`src/rtl/array_multiplier_pipe.sv`:
```
// Fully pipelined unsigned array multiplier: one partial-product row per stage,
// `width` stages deep, returning the low `width` bits of a*b every clock.
module array_multiplier_pipe #(
    parameter int width = 32
) (
    input  logic             clk,
    input  logic             rst,
    input  logic [width-1:0] a,
    input  logic [width-1:0] b,
    output logic [width-1:0] y
);

    // r_b[k] keeps only the multiplier bits not yet consumed, right-aligned,
    // so bit 0 is always the bit the following stage needs.
    logic [width-1:0] r_acc [width];
    logic [width-1:0] r_a   [width-1];
    logic [width-1:0] r_b   [width-1];
    logic [width-1:0] w_pp  [1:width-1];

    for (genvar k = 1; k < width; k++) begin : g_pp
        assign w_pp[k] = r_b[k-1][0] ? (r_a[k-1] << k) : '0;
    end

    always_ff @(posedge clk) begin
        if (rst) begin
            for (int k = 0; k < width; k++) begin
                r_acc[k] <= '0;
            end
            for (int k = 0; k < width - 1; k++) begin
                r_a[k] <= '0;
                r_b[k] <= '0;
            end
        end else begin
            r_acc[0] <= b[0] ? a : '0;
            r_a[0]   <= a;
            r_b[0]   <= b >> 1;
            for (int k = 1; k < width; k++) begin
                r_acc[k] <= r_acc[k-1] + w_pp[k];
            end
            // The last stage needs only the accumulator; operands stop one stage earlier.
            for (int k = 1; k < width - 1; k++) begin
                r_a[k] <= r_a[k-1];
                r_b[k] <= r_b[k-1] >> 1;
            end
        end
    end

    assign y = r_acc[width-1];

endmodule

```
`config.mk`:
```
export PLATFORM = sky130hd
export DESIGN_NAME = array_multiplier_pipe
export DESIGN_NICKNAME = d
export VERILOG_FILES = /design/src/rtl/array_multiplier_pipe.sv
export SDC_FILE = /design/constraint.sdc
export NUM_CORES = 2
export LEC_CHECK = 0
export CAP_MARGIN = 25
export CORE_ASPECT_RATIO = 1.75
export CORE_UTILIZATION = 29
export CTS_CLUSTER_SIZE = 14
export DETAILED_ROUTE_END_ITERATION = 8
export GPL_ROUTABILITY_DRIVEN = 0
export PLACE_DENSITY = 0.49
export SLEW_MARGIN = 20
export SYNTH_ARGS = -nofsm -noshare
export SYNTH_HDL_FRONTEND = slang
export SYNTH_SLANG_ARGS = --single-unit
```
`constraint.sdc`:
```
create_clock -name clk -period 4.35 [get_ports clk]
set_clock_uncertainty 0.2 [all_clocks]
set_input_delay 1.305 -clock clk [delete_from_list [all_inputs] [get_ports clk]]
set_output_delay 1.305 -clock clk [all_outputs]
set_load 0.02 [all_outputs]
```
==> flow_metrics.env <==
export IMPL_status="completed"
export IMPL_setup_viol=0
export IMPL_finalSetupTns_ns=0
export IMPL_totalWireLength_mm=140
export IMPL_synth_adder_area_share_pct=8.37
export IMPL_worst_pin_slew_ns=0.954
export IMPL_clock_latency_ns=0.83
export IMPL_core_um2=261000
export IMPL_syn_area_um2=76300
export IMPL_drt_iter0_drc=1228
export IMPL_endpoint_kind="register"
export IMPL_start_util_pct=29.2
export IMPL_io_pins=98
export IMPL_async_flop_share_pct=0
export IMPL_cap_violations=0
export IMPL_die_area_um2=265000
export IMPL_hold_violations=0
export IMPL_fin_hold_ws_ns=0.206
export IMPL_synthMuxAreaShare_pct=0.0721
export IMPL_cts_buffers=206
export IMPL_rsz0062_at_grt="no"
export IMPL_syn_to_final_growth_pct=15.3
export IMPL_synth_xor_area_share_pct=4.58
export IMPL_clkTransAtPathRegs_ns=0.06
export IMPL_ys_types=81
export IMPL_start_kind="register"
export IMPL_slew_violations=0
export IMPL_cts_path_max_buffers=4
export IMPL_drtPass1Iterations=4
export IMPL_crit_arrival_ns=4.71
export IMPL_synth_ff_type="dfxtp_1"
export IMPL_grt_pass1_vias=50165
export IMPL_io_buffers=97
export IMPL_peakVddDrop_mv=0.300
export IMPL_power_density_nw_per_um2=419
export IMPL_cts_num_sinks=2016
export IMPL_postRouteAntennaNets=0
export IMPL_hold_path_class="register to register"
export IMPL_root_buffer="clkbuf_16"
export IMPL_die_h_um=681
export IMPL_yosys_area_share_simple_pct=23.4
export IMPL_cts_tree="yes"
export IMPL_syn_inst=7507
export IMPL_yosysWarningCount=0
export IMPL_worstSetupPathType="register to register"
export IMPL_cts_max_level=4
export IMPL_period_share_pct=97.0
export IMPL_relSlewSlack_pct=36.4
export IMPL_synth_nets=8066
export IMPL_min_period_ns=4.22
export IMPL_final_cell_mix="dfxtp_1, nor2b_1, nor2_1"
export IMPL_synth_top_family_by_area="simple AND/OR/NAND/NOR gates"
export IMPL_wl_per_cell_um=12.5
export IMPL_nets=8143
export IMPL_leakage_nw=37.1
export IMPL_synth_area_per_cell_um2=10.2
export IMPL_drc=0
export IMPL_die_w_um=390
export IMPL_cp_required_ns=4.84
export IMPL_drive_above_1_share_pct=5.51
export IMPL_synth_edf_count=0
export IMPL_grt_overflow_total=0
export IMPL_hpwl_mm=97.4
export IMPL_fmax_mhz=237
export IMPL_avgViaCountPerCell=4.24
export IMPL_grt_pass1_wl_mm=235
export IMPL_grtUsageTotal_pct=10.6
export IMPL_yosysSeqAreaShare_pct=52.9
export IMPL_final_common_cell="dfxtp_1"
export IMPL_vias=47575
export IMPL_core_rowCount=248
export IMPL_synth_seq_cells=2016
export IMPL_crit_fanout=19
export IMPL_antenna_found_initial=1
export IMPL_synth_compound_area_share_pct=8.48
export IMPL_grt_max_degree=212
[layer usage]
metal	up-vias	wire length (µm)	GRT usage (%)
met2	592	79400	22.1
met3	389	4580	1.80
met5	-	0	0
met1	21922	50400	9.44
li1	24672	-	-
met4	0	6030	5.01
[cell usage after synthesis (108+ instances only)]
library cell	instances	share of area, %
xor2_1	194	2.2
nand2_1	192	0.94
ha_1	464	7.6
and2_1	500	4.1
a21o_1	174	1.7
nor2b_1	1593	13
a21oi_1	295	1.9
inv_1	108	0.53
clkbuf_1	266	1.3
dfxtp_1	2016	53
xnor2_1	205	2.4
o21ai_0	156	1.0
nor2_1	587	2.9
[path summary, 6_finish.rpt]
check | startpoint | end | slack [ns] | depth (start not counted)
hold / removal | r_b[8][44] | r_b[9][12] | 0.21 | 1
setup reg to reg | r_b[3][31] | r_acc[0][286] | 0.13 | 15
setup / recovery | r_b[3][31] | r_acc[0][286] | 0.13 | 15
hold reg to reg | r_b[8][44] | r_b[9][12] | 0.21 | 1
[final cells by class]
class	count	area, µm²
inverters	109	409
multi-input cells	5080	34300
well taps	3500	4380
diodes	1	2.50
clock inverters	45	649
fillers	26700	173000
repair buffers	171	1750
clock buffers	307	6130
flip-flops and latches	2016	40400
[registers in the layout (all words and copies together), names as in the netlist]
signal and cells:
r_b 496, r_acc 1024, r_a 496
[cells by family after synthesis]
| family | Yosys count |
|---|---|
| AOI/OAI and AO/OA | 987 |
| xor gates and xnor gates | 399 |
| adders and majority gates | 493 |
| buffers and inverters | 411 |
| DFF | 2016 |
| muxes | 5 |
| and+or+nand+nor | 3196 |
[per-stage QoR]
step                      cell area, µm²  total power [mW]  std cells  utilization (%)  worst slack (ns)
after global routing               88000              38.5      11229             33.7           0.00714
after global placement             81200              19.8      10875             31.1            0.0602
after detailed placement           81200              19.8      10875             31.1             0.108
after floorplan                    76300              19.5       7507                -              1.03
after CTS                          88000              37.7      11227             33.7            0.0735
final                              88000              36.9      11229             33.7             0.130
[worst max-delay path: stages (launching register included)]
cell	delay [ns]
dfxtp_1	0.32
buf_12	0.15
and2_1	0.16
ha_1	0.20
fa_1	0.40
a211oi_1	0.22
nor2_1	0.12
a211oi_1	0.53
buf_4	0.22
nor3_1	0.06
a2111oi_2	0.34
buf_4	0.18
o21ai_0	0.16
a31o_2	0.32
a31oi_1	0.18
mux2_2	0.35
[what timing repair did]
item / 4_1_cts / 5_1_grt
gates resized for setup: 0 / 2
hold buffers: 0 / 0
setup endpoints to repair: 0 / 3
buffers inserted: 0 / 0
[where the power goes]
| part | switching [mW] | leakage [nW] | total [mW] | internal (mW) |
|---|---|---|---|---|
| Clock | 7.05 | 3.34 | 17.6 | 10.5 |
| Combinational | 0.452 | 17.4 | 0.686 | 0.234 |
| Sequential | 0.0452 | 16.3 | 18.6 | 18.6 |
| Total | 7.55 | 37.1 | 36.9 | 29.3 |
Power figures use the tool's default switching activity.
